`src/rtl/gfx_stream_arb_if.sv`:
```
// Pixel-stream bundle between the drawing engines, the round-robin arbiter and the framebuffer writer.
// The slave view belongs to the arbiter; the master view belongs to the engines and writer around it.
interface gfx_stream_arb_if #(
  parameter int NUM_SRC     = 2,
  parameter int H_WIDTH     = 12,
  parameter int V_WIDTH     = 12,
  parameter int PIXEL_WIDTH = 12,
  parameter int SRC_WIDTH   = (NUM_SRC > 1) ? $clog2(NUM_SRC) : 1
);
  logic [NUM_SRC-1:0]             s_gfx_valid;
  logic [NUM_SRC-1:0]             s_gfx_lock;
  logic [NUM_SRC*H_WIDTH-1:0]     s_gfx_x;
  logic [NUM_SRC*V_WIDTH-1:0]     s_gfx_y;
  logic [NUM_SRC*PIXEL_WIDTH-1:0] s_gfx_pixel;
  logic [NUM_SRC-1:0]             s_gfx_ready;
  logic                           m_gfx_valid;
  logic [H_WIDTH-1:0]             m_gfx_x;
  logic [V_WIDTH-1:0]             m_gfx_y;
  logic [PIXEL_WIDTH-1:0]         m_gfx_pixel;
  logic [SRC_WIDTH-1:0]           m_gfx_src;
  logic                           m_gfx_ready;
  logic                           locked;

  modport slave (
    input  s_gfx_valid, s_gfx_lock, s_gfx_x, s_gfx_y, s_gfx_pixel, m_gfx_ready,
    output s_gfx_ready, m_gfx_valid, m_gfx_x, m_gfx_y, m_gfx_pixel, m_gfx_src, locked
  );

  modport master (
    output s_gfx_valid, s_gfx_lock, s_gfx_x, s_gfx_y, s_gfx_pixel, m_gfx_ready,
    input  s_gfx_ready, m_gfx_valid, m_gfx_x, m_gfx_y, m_gfx_pixel, m_gfx_src, locked
  );
endinterface

```
`src/rtl/gfx_stream_arb.sv`:
```
// Round-robin arbiter sharing one registered pixel stream between NUM_SRC drawing engines,
// with a per-source lock that keeps a primitive's beats contiguous.
module gfx_stream_arb #(
  parameter int NUM_SRC     = 2,
  parameter int H_WIDTH     = 12,
  parameter int V_WIDTH     = 12,
  parameter int PIXEL_WIDTH = 12,
  parameter int SRC_WIDTH   = (NUM_SRC > 1) ? $clog2(NUM_SRC) : 1
) (
  input  logic             clk,
  input  logic             rst_n,
  gfx_stream_arb_if.slave  gfx
);

  localparam logic [SRC_WIDTH:0]   NUM_SRC_W = (SRC_WIDTH+1)'(NUM_SRC);
  localparam logic [SRC_WIDTH-1:0] LAST_SRC  = SRC_WIDTH'(NUM_SRC - 1);

  typedef enum logic [0:0] {
    LOCK_IDLE = 1'b0,
    LOCK_HELD = 1'b1
  } lock_state_t;

  lock_state_t            lock_state_r;
  lock_state_t            lock_state_nxt_s;
  logic [SRC_WIDTH-1:0]   lock_src_r;
  logic [SRC_WIDTH-1:0]   rr_ptr_r;
  logic [SRC_WIDTH-1:0]   sel_s;
  logic                   has_sel_s;
  logic                   slot_free_s;
  logic                   accept_s;
  logic                   sel_lock_s;
  logic [NUM_SRC-1:0]     ready_s;
  logic [H_WIDTH-1:0]     sel_x_s;
  logic [V_WIDTH-1:0]     sel_y_s;
  logic [PIXEL_WIDTH-1:0] sel_pixel_s;
  logic                   m_valid_r;
  logic [H_WIDTH-1:0]     m_x_r;
  logic [V_WIDTH-1:0]     m_y_r;
  logic [PIXEL_WIDTH-1:0] m_pixel_r;
  logic [SRC_WIDTH-1:0]   m_src_r;

  // Lock holder overrides arbitration; otherwise the scan runs downward so the
  // source closest to rr_ptr in rotating order is the last one written and wins.
  always_comb begin
    logic [SRC_WIDTH:0]   scan_v;
    logic [SRC_WIDTH-1:0] idx_v;
    scan_v    = '0;
    idx_v     = '0;
    sel_s     = '0;
    has_sel_s = 1'b0;
    if (lock_state_r == LOCK_HELD) begin
      sel_s     = lock_src_r;
      has_sel_s = gfx.s_gfx_valid[lock_src_r];
    end else begin
      for (int k = NUM_SRC - 1; k >= 0; k--) begin
        scan_v    = {1'b0, rr_ptr_r} + (SRC_WIDTH+1)'(k);
        scan_v    = (scan_v >= NUM_SRC_W) ? (scan_v - NUM_SRC_W) : scan_v;
        idx_v     = scan_v[SRC_WIDTH-1:0];
        sel_s     = gfx.s_gfx_valid[idx_v] ? idx_v : sel_s;
        has_sel_s = has_sel_s | gfx.s_gfx_valid[idx_v];
      end
    end
  end

  // has_sel_s already implies the selected source is valid, so ready doubles as accept.
  always_comb begin
    slot_free_s = !m_valid_r || gfx.m_gfx_ready;
    accept_s    = rst_n && slot_free_s && has_sel_s;
    sel_lock_s  = gfx.s_gfx_lock[sel_s];
    sel_x_s     = gfx.s_gfx_x[int'(sel_s)*H_WIDTH +: H_WIDTH];
    sel_y_s     = gfx.s_gfx_y[int'(sel_s)*V_WIDTH +: V_WIDTH];
    sel_pixel_s = gfx.s_gfx_pixel[int'(sel_s)*PIXEL_WIDTH +: PIXEL_WIDTH];
    ready_s     = '0;
    if (accept_s) begin
      ready_s[sel_s] = 1'b1;
    end else begin
      ready_s = '0;
    end
  end

  // Lock state register.
  always_ff @(posedge clk) begin
    if (!rst_n) begin
      lock_state_r <= LOCK_IDLE;
    end else begin
      lock_state_r <= lock_state_nxt_s;
    end
  end

  // Lock next-state: any accepted beat's lock bit decides whether the grant is held.
  always_comb begin
    lock_state_nxt_s = lock_state_r;
    case (lock_state_r)
      LOCK_IDLE: begin
        if (accept_s && sel_lock_s) begin
          lock_state_nxt_s = LOCK_HELD;
        end else begin
          lock_state_nxt_s = LOCK_IDLE;
        end
      end
      LOCK_HELD: begin
        if (accept_s && !sel_lock_s) begin
          lock_state_nxt_s = LOCK_IDLE;
        end else begin
          lock_state_nxt_s = LOCK_HELD;
        end
      end
      default: lock_state_nxt_s = LOCK_IDLE;
    endcase
  end

  // rr_ptr moves past every granted source, lock holder included.
  always_ff @(posedge clk) begin
    if (!rst_n) begin
      rr_ptr_r   <= '0;
      lock_src_r <= '0;
    end else if (accept_s) begin
      rr_ptr_r   <= (sel_s == LAST_SRC) ? '0 : sel_s + SRC_WIDTH'(1);
      lock_src_r <= sel_lock_s ? sel_s : lock_src_r;
    end else begin
      rr_ptr_r   <= rr_ptr_r;
      lock_src_r <= lock_src_r;
    end
  end

  // Output slot: load on accept, retire on downstream ready, otherwise hold.
  always_ff @(posedge clk) begin
    if (!rst_n) begin
      m_valid_r <= 1'b0;
      m_x_r     <= '0;
      m_y_r     <= '0;
      m_pixel_r <= '0;
      m_src_r   <= '0;
    end else if (accept_s) begin
      m_valid_r <= 1'b1;
      m_x_r     <= sel_x_s;
      m_y_r     <= sel_y_s;
      m_pixel_r <= sel_pixel_s;
      m_src_r   <= sel_s;
    end else if (gfx.m_gfx_ready) begin
      m_valid_r <= 1'b0;
    end else begin
      m_valid_r <= m_valid_r;
    end
  end

  assign gfx.s_gfx_ready = ready_s;
  assign gfx.m_gfx_valid = m_valid_r;
  assign gfx.m_gfx_x     = m_x_r;
  assign gfx.m_gfx_y     = m_y_r;
  assign gfx.m_gfx_pixel = m_pixel_r;
  assign gfx.m_gfx_src   = m_src_r;
  assign gfx.locked      = (lock_state_r == LOCK_HELD);

endmodule
```
`src/flat_wrapper.sv`:
```
// flat-port wrapper written by rule: the top's interface ports become plain ports
module gfx_stream_arb_flat 
#(
  parameter int NUM_SRC     = 2,
  parameter int H_WIDTH     = 12,
  parameter int V_WIDTH     = 12,
  parameter int PIXEL_WIDTH = 12,
  parameter int SRC_WIDTH   = (NUM_SRC > 1) ? $clog2(NUM_SRC) : 1
)
  (clk, rst_n, gfx_s_gfx_valid, gfx_s_gfx_lock, gfx_s_gfx_x, gfx_s_gfx_y, gfx_s_gfx_pixel, gfx_m_gfx_ready, gfx_s_gfx_ready, gfx_m_gfx_valid, gfx_m_gfx_x, gfx_m_gfx_y, gfx_m_gfx_pixel, gfx_m_gfx_src, gfx_locked);
  gfx_stream_arb_if #(.NUM_SRC(NUM_SRC), .H_WIDTH(H_WIDTH), .V_WIDTH(V_WIDTH), .PIXEL_WIDTH(PIXEL_WIDTH), .SRC_WIDTH(SRC_WIDTH)) gfx_i ();
  input  logic clk;
  input  logic rst_n;
  input wire logic [$bits(gfx_i.s_gfx_valid)-1:0] gfx_s_gfx_valid;
  input wire logic [$bits(gfx_i.s_gfx_lock)-1:0] gfx_s_gfx_lock;
  input wire logic [$bits(gfx_i.s_gfx_x)-1:0] gfx_s_gfx_x;
  input wire logic [$bits(gfx_i.s_gfx_y)-1:0] gfx_s_gfx_y;
  input wire logic [$bits(gfx_i.s_gfx_pixel)-1:0] gfx_s_gfx_pixel;
  input wire logic [$bits(gfx_i.m_gfx_ready)-1:0] gfx_m_gfx_ready;
  output wire logic [$bits(gfx_i.s_gfx_ready)-1:0] gfx_s_gfx_ready;
  output wire logic [$bits(gfx_i.m_gfx_valid)-1:0] gfx_m_gfx_valid;
  output wire logic [$bits(gfx_i.m_gfx_x)-1:0] gfx_m_gfx_x;
  output wire logic [$bits(gfx_i.m_gfx_y)-1:0] gfx_m_gfx_y;
  output wire logic [$bits(gfx_i.m_gfx_pixel)-1:0] gfx_m_gfx_pixel;
  output wire logic [$bits(gfx_i.m_gfx_src)-1:0] gfx_m_gfx_src;
  output wire logic [$bits(gfx_i.locked)-1:0] gfx_locked;
  assign gfx_i.s_gfx_valid = gfx_s_gfx_valid;
  assign gfx_i.s_gfx_lock = gfx_s_gfx_lock;
  assign gfx_i.s_gfx_x = gfx_s_gfx_x;
  assign gfx_i.s_gfx_y = gfx_s_gfx_y;
  assign gfx_i.s_gfx_pixel = gfx_s_gfx_pixel;
  assign gfx_i.m_gfx_ready = gfx_m_gfx_ready;
  assign gfx_s_gfx_ready = gfx_i.s_gfx_ready;
  assign gfx_m_gfx_valid = gfx_i.m_gfx_valid;
  assign gfx_m_gfx_x = gfx_i.m_gfx_x;
  assign gfx_m_gfx_y = gfx_i.m_gfx_y;
  assign gfx_m_gfx_pixel = gfx_i.m_gfx_pixel;
  assign gfx_m_gfx_src = gfx_i.m_gfx_src;
  assign gfx_locked = gfx_i.locked;
  gfx_stream_arb #(.NUM_SRC(NUM_SRC), .H_WIDTH(H_WIDTH), .V_WIDTH(V_WIDTH), .PIXEL_WIDTH(PIXEL_WIDTH), .SRC_WIDTH(SRC_WIDTH)) u_core (.clk(clk), .rst_n(rst_n), .gfx(gfx_i));
endmodule
```
`config.mk`:
```
export PLATFORM = sky130hd
export DESIGN_NAME = gfx_stream_arb_flat
export DESIGN_NICKNAME = d
export VERILOG_FILES = /design/src/rtl/gfx_stream_arb_if.sv /design/src/rtl/gfx_stream_arb.sv /design/src/flat_wrapper.sv
export SDC_FILE = /design/constraint.sdc
export NUM_CORES = 1
export LEC_CHECK = 0
export BUFFER_PORTS_ARGS = -buffer_cell sky130_fd_sc_hd__buf_2
export CAP_MARGIN = 30
export CORE_AREA = 2 2 69 71
export CTS_BUF_LIST = sky130_fd_sc_hd__clkbuf_8 sky130_fd_sc_hd__clkbuf_16
export DETAILED_ROUTE_END_ITERATION = 12
export DIE_AREA = 0 0 71 73
export GPL_ROUTABILITY_DRIVEN = 0
export PLACE_DENSITY = 0.78
export SYNTH_ARGS = -nofsm -noshare
export SYNTH_HDL_FRONTEND = slang
export SYNTH_SLANG_ARGS = --single-unit
export TNS_END_PERCENT = 20
```
`constraint.sdc`:
```
create_clock -name clk -period 2.3 [get_ports clk]
set_input_delay 0.115 -clock clk [delete_from_list [all_inputs] [get_ports clk]]
set_output_delay 0.115 -clock clk [all_outputs]
set_load 0.1 [all_outputs]
```
==> impl_results.md, run 1 <==
* Run status: completed
* Number of buffers between clock root and the deepest sink at 2
* Count of final hold-check violations at 0
* Path type of the worst min-delay path: in -> reg
* Average footprint of a synthesized cell at 7.567 µm²
* Layout cell share with drive strength beyond 1 at 0.4012
* Total CTS buffers at 5
* Combinational fraction of design power at 0.402
* Proportion of power drawn by the clock network at 0.210
* Initial antenna violation count at 0
* Transition at the pin with the smallest max-transition slack at 506.3 ps
* Power per unit of standard cell area at 831.0 nW/µm²
* Die H at 73 µm
* Mapped Cells at 230
* Post-CTS Setup Bufs at 0
* Fill cell instance count of the final layout at 429
* Met2 layer usage reported by global route at 0.3084
* Global-route track usage on met3 at 0.04696
* WHS at 32.21 ps
* Crit path DAT at 2040 ps
* TritonCTS sink count at 41
* Total wire length at 4710 µm
* Per-cell via count in the routed design at 5.023
* Global-route wire length before repair at 7941 µm
* Diodes inserted at 0
* Origin of the worst min-delay path: gfx_s_gfx_lock[0]
* Category of the critical setup timing path: reg -> out
* Data required time of the worst path at 2180 ps
* Hold bufs inserted after CTS at 0
* Area growth syn-to-layout at 44.28%
* Portion of the post-synthesis area used by sequential elements at 0.4716
* Count of buffers from port buffering at 119
* Max Clock Freq at 463.6 MHz
* Drt pass-1 iters at 4
* Crit path from: u_core.lock_src_r
* Buffer and inverter count on the worst path at 2
* Number of synthesized register bits at 41
* Global routing usage on met1 at 0.2453
* Area of the die at 5183 µm²
* TritonCTS clock tree: yes
* Clock transition at the registers of the reported paths at 80 ps
* Antenna-violating nets left at 0
* Post-route cell area at 2511 µm²
* Largest delay share family, worst path: compound AO/OA/AOI/OAI gates
* Final Critical Period at 2157 ps
* Core area at 4536 µm²
* Max capacitance violation total at 0
* First-iteration detailed-routing DRC count at 83
* Critical-path maximum fanout at 56
* Nets in the synthesized netlist at 309
* Overall track demand over capacity in global routing at 0.1896
* Final setup fails at 0
* Relative max-transition margin at 0.6648
* Sort of element at the end of the critical path: primary output
* Routed length per instance at 11.83 µm
* Global route overflow at 0
* Htree depth at 2
* Final setup skew at 6.268 ps
* Placement Cell Area at 2429 µm²
* Largest net degree at the start of global routing at 57
* # IOs at 120
* Internal Power at 0.001161 W
* Share of the clock period used by the worst path at 0.9378
* Switching portion of total power at 0.4437
* Net count, final at 422
* CP most frequent cell: buf_12
* Most Crowded Layer GR: met2
* Sequential group share of total power at 0.388
* Max Transition Viols Final at 0
* Yosys warns at 0
* Static Leak at 1.252 nW
* Stage delay of the slowest cell on the critical path at 460 ps
* # resized after CTS at 0
* Half-perimeter wire length after detailed placement at 3375 µm
* Starting Density at 0.3837
* Multi-input logic area at 844.6 µm²
* Reg-to-reg startpoint: u_core.lock_src_r
* Launching element type of the critical path: flop
* Clk_lat worst skew at 290 ps
* Switching power of the nets at 0.0009260 W
* Maximum resistive drop on vdd at 312.9 µV
* Via count of the first global-routing pass at 1778
* Die X-Extent at 71 µm
* Final standard cell count with taps included and fillers excluded at 398
* Number of placed instances, taps included at 390
* Combined area of all synthesized cells at 1740 µm²
* Netlist cell types at 18
* Via count of the routed design at 1999
* Rows at 25
* Number of design rule violations left after detail routing at 0
* Setup repair after global routing missed its margin: no
* CP cell instances: mux2i_1 -> a2111oi_4 -> buf_12 -> and2_2 -> buf_12
* Slowest library cell on the worst path: a2111oi_4
* Flip-flop and latch area at 822.0 µm²
* Root buffer cell: clkbuf_8
-- final timing paths --
check                                          end  slack [ps]  cells past startpoint
worst min register to register     u_core.rr_ptr_r         500                      2
worst max register to register   u_core.lock_src_r         530                      5
worst min-delay path             u_core.lock_src_r          30                      2
worst max-delay path            gfx_s_gfx_ready[0]         140                      5
-- sequential cells by signal (all words and copies together), names as in the netlist, named ones only --
| register | cells |
|---|---|
| u_core.gfx.m_gfx_pixel | 12 |
| u_core.gfx.m_gfx_src | 1 |
| u_core.gfx.m_gfx_valid | 1 |
| u_core.gfx.m_gfx_x | 12 |
| u_core.gfx.m_gfx_y | 12 |
| u_core.lock_src_r | 1 |
| u_core.rr_ptr_r | 1 |
-- placed cells by master, fill, tap and decap left out, types with 2 or more instances in the layout --
cell type / count
clkbuf_8: 5
inv_1: 2
nor2_1: 5
o21ai_1: 18
a31oi_1: 37
buf_12: 3
buf_4: 6
nor2b_1: 2
nand2_1: 74
buf_2: 117
a21oi_1: 2
o21ai_0: 21
dfxtp_1: 40
clkinv_2: 2
mux2i_1: 2
and2_2: 2
-- power by group through the flow --
stage	clock network [W]	registers, W	logic (W)
5_1_grt	0.000482	0.000817	0.000892
4_1_cts	0.000458	0.000810	0.000844
3_3_place_gp	0	0.000824	0.000836
3_5_place_dp	0	0.000826	0.000842
2_1_floorplan	0	0.00128	0.000196
6_report	0.000439	0.000810	0.000838
-- layer usage --
layer	vias to the layer above	wire, µm
met5	-	0
met1	872	2071
met2	89	2179
met3	9	380
li1	1029	-
met4	0	78
-- stage by stage --
stage               utilization  worst slack (ps)  total power, W  TNS (ps)
global placement         0.5354             533.3        0.001660         0
CTS                      0.5537             140.2        0.002111         0
finish                   0.5537             143.1        0.002087         0
global route             0.5537             31.70        0.002191         0
detailed placement       0.5354             473.4        0.001668         0
floorplan                     -            -18.34        0.001478    -18.34
-- final cells by class --
type                            instances  area share
Multi-Input combinational cell        168      0.3363
Tap cell                               54     0.02691
Inverter                                1    0.001495
Sequential cell                        41      0.3274
Clock buffer                            5     0.02740
Clock inverter                          3    0.005481
Timing Repair Buffer                  126      0.2750
-- Yosys cell counts (all sizes together) --
master / n / area (µm²)
dfxtp: 41 / 820.8
buf: 3 / 15.01
nand2b: 1 / 6.260
nand2: 74 / 277.8
o21ai: 39 / 195.2
clkbuf: 17 / 63.81
nor2b: 2 / 12.51
a21oi: 2 / 10.01
a22o: 1 / 8.760
a31oi: 37 / 231.5
and2: 2 / 12.51
inv: 1 / 3.750
mux2i: 2 / 20.02
nor2: 5 / 18.77
a311oi: 1 / 8.760
a2111oi: 1 / 27.53
a22oi: 1 / 7.510
-- cells by family (layout without fill, tap and decap cells) --
family,count (synthesis),after routing,share of synthesized area
simple gates,84,84,0.1884
mux,2,2,0.01150
buf+inv,21,135,0.04744
flops,41,41,0.4716
compound gates,82,82,0.2811
Power figures use the tool's default switching activity.
==> run 2, diff against run 1 <==
--- a/config.mk
+++ b/config.mk
@@ -5,14 +5,14 @@
 export SDC_FILE = /design/constraint.sdc
 export NUM_CORES = 1
 export LEC_CHECK = 0
-export BUFFER_PORTS_ARGS = -buffer_cell sky130_fd_sc_hd__buf_2
 export CAP_MARGIN = 30
-export CORE_AREA = 2 2 69 71
+export CORE_AREA = 2 2 60 62
 export CTS_BUF_LIST = sky130_fd_sc_hd__clkbuf_8 sky130_fd_sc_hd__clkbuf_16
 export DETAILED_ROUTE_END_ITERATION = 12
-export DIE_AREA = 0 0 71 73
+export DIE_AREA = 0 0 62 64
+export DONT_BUFFER_PORTS = 1
 export GPL_ROUTABILITY_DRIVEN = 0
-export PLACE_DENSITY = 0.78
+export PLACE_DENSITY = 0.77
 export SYNTH_ARGS = -nofsm -noshare
 export SYNTH_HDL_FRONTEND = slang
 export SYNTH_SLANG_ARGS = --single-unit
==> run 2 against run 1 <==
  * Clock power about the same
  * Largest cell class is now buffers
  * Clock skew decreased by 2.6 ps
  * Sequential cell count is the same
  * Highest routed layer unchanged
  * Final cell count shrank 2.3%
  * Global-route usage increased by 15 points
  * First-iteration DRC count up 150%
==> impl_results.md, run 2 (synthesis gave the netlist of run 1 again) <==
* Run status: completed (unchanged)
* Max capacitance violation total at 0 (unchanged)
* Via count of the first global-routing pass at 2222 (was 1778)
* Overall track demand over capacity in global routing at 0.3356 (was 0.1896)
* Diodes inserted at 0 (unchanged)
* Area of the die at 3968 µm² (was 5183 µm²)
* Global route overflow at 0 (unchanged)
* Per-cell via count in the routed design at 5.774 (was 5.023)
* Net count, final at 421 (was 422)
* Via count of the routed design at 2246 (was 1999)
* Count of final hold-check violations at 0 (unchanged)
* Launching element type of the critical path: flop (unchanged)
* Total wire length at 7099 µm (was 4710 µm)
* Setup repair after global routing missed its margin: no (unchanged)
* Max Clock Freq at 459.5 MHz (was 463.6 MHz)
* Share of the clock period used by the worst path at 0.9462 (was 0.9378)
* Reg-to-reg startpoint: u_core.lock_src_r (unchanged)
* Crit path DAT at 2400 ps (was 2040 ps)
* Rows at 21 (was 25)
* Path type of the worst min-delay path: in -> reg (unchanged)
* Data required time of the worst path at 2520 ps (was 2180 ps)
* Largest net degree at the start of global routing at 49 (was 57)
* Drt pass-1 iters at 5 (was 4)
* Root buffer cell: clkbuf_8 (unchanged)
* Routed length per instance at 18.25 µm (was 11.83 µm)
* Worst hold path stage count at 2 (unchanged)
* Number of design rule violations left after detail routing at 0 (unchanged)
* Category of the critical setup timing path: reg -> reg (was reg -> out)
* Final setup fails at 0 (unchanged)
* Antenna-violating nets left at 0 (unchanged)
* First-iteration detailed-routing DRC count at 206 (was 83)
* Layout cell share with drive strength beyond 1 at 0.1895 (was 0.4012)
* Starting Density at 0.5299 (was 0.3837)
* Top library cells by usage in the layout, fill and taps aside: 74 x nand2_1, 72 x dlygate4sd3_1, 46 x buf_4 (was 117 x buf_2, 74 x nand2_1, 40 x dfxtp_1)
* Final standard cell count with taps included and fillers excluded at 389 (was 398)
* Origin of the worst min-delay path: gfx_s_gfx_x[22] (was gfx_s_gfx_lock[0])
* Relative max-transition margin at 0.6889 (was 0.6648)
* # IOs at 120 (unchanged)
* Core area at 3284 µm² (was 4536 µm²)
* Power per unit of standard cell area at 747.0 nW/µm² (was 831.0 nW/µm²)
* Number of buffers between clock root and the deepest sink at 2 (unchanged)
* Max Transition Viols Final at 0 (unchanged)
* Total CTS buffers at 5 (unchanged)
* Crit path from: u_core.lock_src_r (unchanged)
* Final Critical Period at 2176 ps (was 2157 ps)
* Depth of the worst register-to-register path at 7 (was 5)
* Die X-Extent at 62 µm (was 71 µm)
* Critical-path maximum fanout at 12 (was 56)
* Maximum resistive drop on vdd at 593.5 µV (was 312.9 µV)
* Clk_lat worst skew at 290 ps (about the same)
* Transition at the pin with the smallest max-transition slack at 465.0 ps (was 506.3 ps)
* TritonCTS clock tree: yes (unchanged)
* Initial antenna violation count at 0 (unchanged)
* Static Leak at 1.333 nW (was 1.252 nW)
* Most common cell after layout, fill and taps aside: nand2_1 (was buf_2)
* Global-route wire length before repair at 9860 µm (was 7941 µm)
* TritonCTS sink count at 41 (unchanged)
* Htree depth at 2 (unchanged)
* Area growth syn-to-layout at 71.96% (was 44.28%)
* Die H at 64 µm (was 73 µm)
* Half-perimeter wire length after detailed placement at 3089 µm (was 3375 µm)
* Count of buffers from port buffering at 0 (was 119)
* Final setup skew at 3.715 ps (was 6.268 ps)
* Sort of element at the end of the critical path: flop (was primary output)
* Placement Cell Area at 2118 µm² (was 2429 µm²)
* Post-route cell area at 2993 µm² (was 2511 µm²)
* Clock transition at the registers of the reported paths at 70 ps (was 80 ps)
* Number of placed instances, taps included at 303 (was 390)
[run 2: changes by cell type in the layout (fill, tap and decap cells not counted), moves of 2 or more]
cell           previous run  this run
clkinv_2                  2         0
buf_6                     0         3
buf_2                   117         0
inv_1                     2         4
dlygate4sd3_1             0        72
buf_4                     6        46
[run 2: layout make-up]
type / count / area [µm²]
timing repair buffer: 125 / 1180
multi-input combinational: 168 / 848.3
sequential: 41 / 823.3
fill: 135 / 291.5
clock buffer: 5 / 68.82
tap: 46 / 57.56
clock inverter: 3 / 11.26
inverter: 1 / 3.754
[run 2: layer usage]
metal | track usage | part of all wire | up-vias | wire length (µm)
met4 | 0.1596 | 0.028 | 0 | 201
met2 | 0.5964 | 0.51 | 161 | 3627
met1 | 0.3597 | 0.36 | 1040 | 2576
met3 | 0.06883 | 0.098 | 22 | 694
met5 | 0 | 0 | - | 0
li1 | - | - | 1023 | -
[run 2: power by group]
| part | switching (W) | internal [W] |
|---|---|---|
| sequential | 0.0000301 | 0.000776 |
| clock | 0.000235 | 0.000202 |
| combinational | 0.000711 | 0.000281 |
[run 2: per-stage QoR]
step	setup slack [ps]	TNS (ps)	total power, W	utilization	hold WS [ps]
2_1_floorplan	-18.34	-18.34	0.001478	-	222.6
3_3_place_gp	565.3	0	0.001620	0.6450	229.5
3_5_place_dp	499.2	0	0.001633	0.6450	234.9
4_1_cts	23.75	0	0.002176	0.8857	1.295
5_1_grt	56.51	0	0.002317	0.9112	6.585
6_report	123.8	0	0.002236	0.9112	4.965
[run 2: path summary, 6_finish.rpt]
path | to | slack (ps)
setup / recovery | u_core.lock_src_r | 120
hold / removal | u_core.gfx.m_gfx_x[10] | 5
setup reg to reg | u_core.lock_src_r | 120
hold reg to reg | u_core.rr_ptr_r | 490
[run 2: what timing repair did]
action                                 in CTS  in global routing
endpoints found under the hold margin      39                  1
gates resized for setup                     0                  4
hold buffers                               71                  1
setup buffers                               0                  3
setup endpoints to repair                   0                 13
[run 2: worst max-delay path, stage by stage, from the launching register on]
cell and delay, ps:
dfxtp_2 400, mux2i_2 330, a2111oi_4 110, buf_4 170, buf_4 130, buf_6 140, a311oi_1 240, dlygate4sd3_1 580
==> run 3, diff against run 2 <==
--- a/config.mk
+++ b/config.mk
@@ -12,7 +12,7 @@
 export DIE_AREA = 0 0 62 64
 export DONT_BUFFER_PORTS = 1
 export GPL_ROUTABILITY_DRIVEN = 0
-export PLACE_DENSITY = 0.77
+export PLACE_DENSITY_LB_ADDON = 0.2
 export SYNTH_ARGS = -nofsm -noshare
 export SYNTH_HDL_FRONTEND = slang
 export SYNTH_SLANG_ARGS = --single-unit
==> run 3 against run 2 <==
  * The run now ends with hold timing left
  * Core utilization grew 0.46 points
  * Critical path type unchanged
  * Non-clock buffer count is the same
  * Cell area increased by 0.50%
  * Routed wire length rose by 4.7%
  * Largest power group unchanged
==> impl_results.md, run 3 (synthesis gave the netlist of run 1 again) <==
* Fill cell instance count of the final layout at 131 (was 135)
* TritonCTS sink count at 41 (unchanged)
* Drt pass-1 iters at 5 (unchanged)
* Initial antenna violation count at 0 (unchanged)
* Max Used Layer: met4 (unchanged)
* Largest net degree at the start of global routing at 39 (was 49)
* Htree depth at 2 (unchanged)
* Final setup fails at 0 (unchanged)
* Number of placed instances, taps included at 304 (was 303)
* Layout cell share with drive strength beyond 1 at 0.1930 (was 0.1895)
* Static Leak at 1.342 nW (was 1.333 nW)
* Die X-Extent at 62 µm (unchanged)
* Antenna-violating nets left at 0 (unchanged)
* # IOs at 120 (unchanged)
* Crit path from: u_core.lock_src_r (unchanged)
* Routed met3 length at 614 µm (was 694 µm)
* Clock transition at the registers of the reported paths at 80 ps (was 70 ps)
* Origin of the worst min-delay path: gfx_s_gfx_pixel[20] (was gfx_s_gfx_x[22])
* Proportion of power drawn by the clock network at 0.205 (was 0.196)
* Via count of the first global-routing pass at 2198 (was 2222)
* Switching power of the nets at 0.0009854 W (was 0.0009759 W)
* Count of final hold-check violations at 2 (was 0)
* Max Transition Viols Final at 0 (unchanged)
* Setup slack of the most critical reg-to-reg path at 80 ps (was 120 ps)
* Stage delay of the slowest cell on the critical path at 580 ps (about the same)
* Share of the clock period used by the worst path at 0.9667 (was 0.9462)
* Most common cell after layout, fill and taps aside: nand2_1 (unchanged)
* Critical-path maximum fanout at 12 (unchanged)
* Net count, final at 421 (unchanged)
* Power per unit of standard cell area at 759.2 nW/µm² (was 747.0 nW/µm²)
* Amount of wire on met2 after detailed routing at 3887 µm (was 3627 µm)
* Max capacitance violation total at 0 (unchanged)
* CP most frequent cell: buf_4 (unchanged)
* TritonCTS clock tree: yes (unchanged)
* Overall track demand over capacity in global routing at 0.3308 (was 0.3356)
* Data required time of the worst path at 2480 ps (was 2520 ps)
* Crit path DAT at 2410 ps (was 2400 ps)
* Sequential group share of total power at 0.355 (was 0.361)
* Placement Cell Area at 2113 µm² (was 2118 µm²)
* Internal Power at 0.001298 W (was 0.001260 W)
* Max Clock Freq at 449.8 MHz (was 459.5 MHz)
* Transition at the pin with the smallest max-transition slack at 448.5 ps (was 465.0 ps)
* Core Util, Final at 0.9158 (was 0.9112)
* Combinational fraction of design power at 0.441 (was 0.444)
* Maximum resistive drop on vdd at 592.5 µV (was 593.5 µV)
* Post-route cell area at 3008 µm² (was 2993 µm²)
* Violations in the final reports: hold timing
* Category of the critical setup timing path: reg -> reg (unchanged)
* Root buffer cell: clkbuf_8 (unchanged)
* Global route overflow at 0 (unchanged)
* Switching portion of total power at 0.4315 (was 0.4365)
* Number of design rule violations left after detail routing at 0 (unchanged)
* Total CTS buffers at 5 (unchanged)
* Reg-to-reg startpoint: u_core.lock_src_r (unchanged)
* Number of buffers between clock root and the deepest sink at 2 (unchanged)
* Global-route wire length before repair at 9729 µm (was 9860 µm)
* Clk_lat worst skew at 290 ps (about the same)
* Routed length per instance at 19.15 µm (was 18.25 µm)
* CP cell instances: mux2i_1 -> a2111oi_4 -> buf_4 -> buf_4 -> buf_2 -> a31oi_1 -> dlygate4sd3_1 (was mux2i_2 -> a2111oi_4 -> buf_4 -> buf_4 -> buf_6 -> a311oi_1 -> dlygate4sd3_1)
* Die H at 64 µm (unchanged)
* Sort of element at the end of the critical path: flop (unchanged)
* Area of the die at 3968 µm² (unchanged)
* Via count of the routed design at 2299 (was 2246)
* Sum of internal, switching and leakage power at 0.002284 W (was 0.002236 W)
* Wl on met1 at 2630 µm (was 2576 µm)
* Starting Density at 0.5299 (unchanged)
* Launching element type of the critical path: flop (unchanged)
* Rows at 21 (unchanged)
* Final Critical Period at 2223 ps (was 2176 ps)
* Total wire length at 7431 µm (was 7099 µm)
* Core area at 3284 µm² (unchanged)
* Slowest library cell on the worst path: dlygate4sd3_1 (unchanged)
* Run status: finished with violations (was completed)
* First-iteration detailed-routing DRC count at 169 (was 206)
* Top library cells by usage in the layout, fill and taps aside: 74 x nand2_1, 71 x dlygate4sd3_1, 47 x buf_4 (was 74 x nand2_1, 72 x dlygate4sd3_1, 46 x buf_4)
* Diodes inserted at 0 (unchanged)
* Per-cell via count in the routed design at 5.925 (was 5.774)
* Area growth syn-to-layout at 72.83% (was 71.96%)
* Final setup skew at 8.362 ps (was 3.715 ps)
* Final standard cell count with taps included and fillers excluded at 388 (was 389)
* Relative max-transition margin at 0.7000 (was 0.6889)
* Count of buffers from port buffering at 0 (unchanged)
* Path type of the worst min-delay path: in -> reg (unchanged)
* WHS at -2.612 ps (was 4.965 ps)
## run 3: metal layers
metal	global-route usage	vias to the layer above
met5	0	-
met4	0.1543	0
met3	0.07692	35
met2	0.5872	161
met1	0.3507	1076
li1	-	1027
## run 3: final timing paths
check                              end  cells past startpoint
max              u_core.gfx.m_gfx_y[3]                      7
min reg2reg      u_core.gfx.m_gfx_y[8]                      2
min          u_core.gfx.m_gfx_pixel[8]                      2
max reg2reg      u_core.gfx.m_gfx_y[3]                      7
## run 3: power by group through the flow
stage               Combinational, W  Sequential [W]  Clock [W]
floorplan                   0.000196         0.00128          0
global placement            0.000795        0.000816          0
detailed placement          0.000810        0.000820          0
CTS                         0.000932        0.000804   0.000465
global route                 0.00104        0.000815   0.000503
finish                       0.00101        0.000810   0.000467
## run 3: layout make-up
class	instances	area (µm²)	area share
Clock buffer	6	82.58	0.02745
Inverter	1	3.754	0.001248
Multi-Input combinational cell	168	844.6	0.2808
Timing Repair Buffer	125	1192	0.3964
Sequential cell	41	823.3	0.2737
Clock inverter	1	3.754	0.001248
Tap cell	46	57.56	0.01913
## run 3: repair_timing
item,4_1_cts,5_1_grt
hold buffers,70,1
setup endpoints to repair,0,21
gates resized for setup,0,5
buffers inserted,0,3
hold endpoints to repair,39,1
## run 3: worst max-delay path, delay by kind of cell, from the launching register on
| kind | cells | cell delay, ps |
|---|---|---|
| compound gates | 2 | 440 |
| buf+inv | 4 | 1120 |
| mux | 1 | 150 |
| flops | 1 | 400 |
## run 3: metrics by stage
stage,setup slack (ps),TNS (ps)
detailed placement,455.3,0
finish,76.56,0
global route,-28.32,-95.33
floorplan,-18.34,-18.34
global placement,557.2,0
CTS,30.39,0
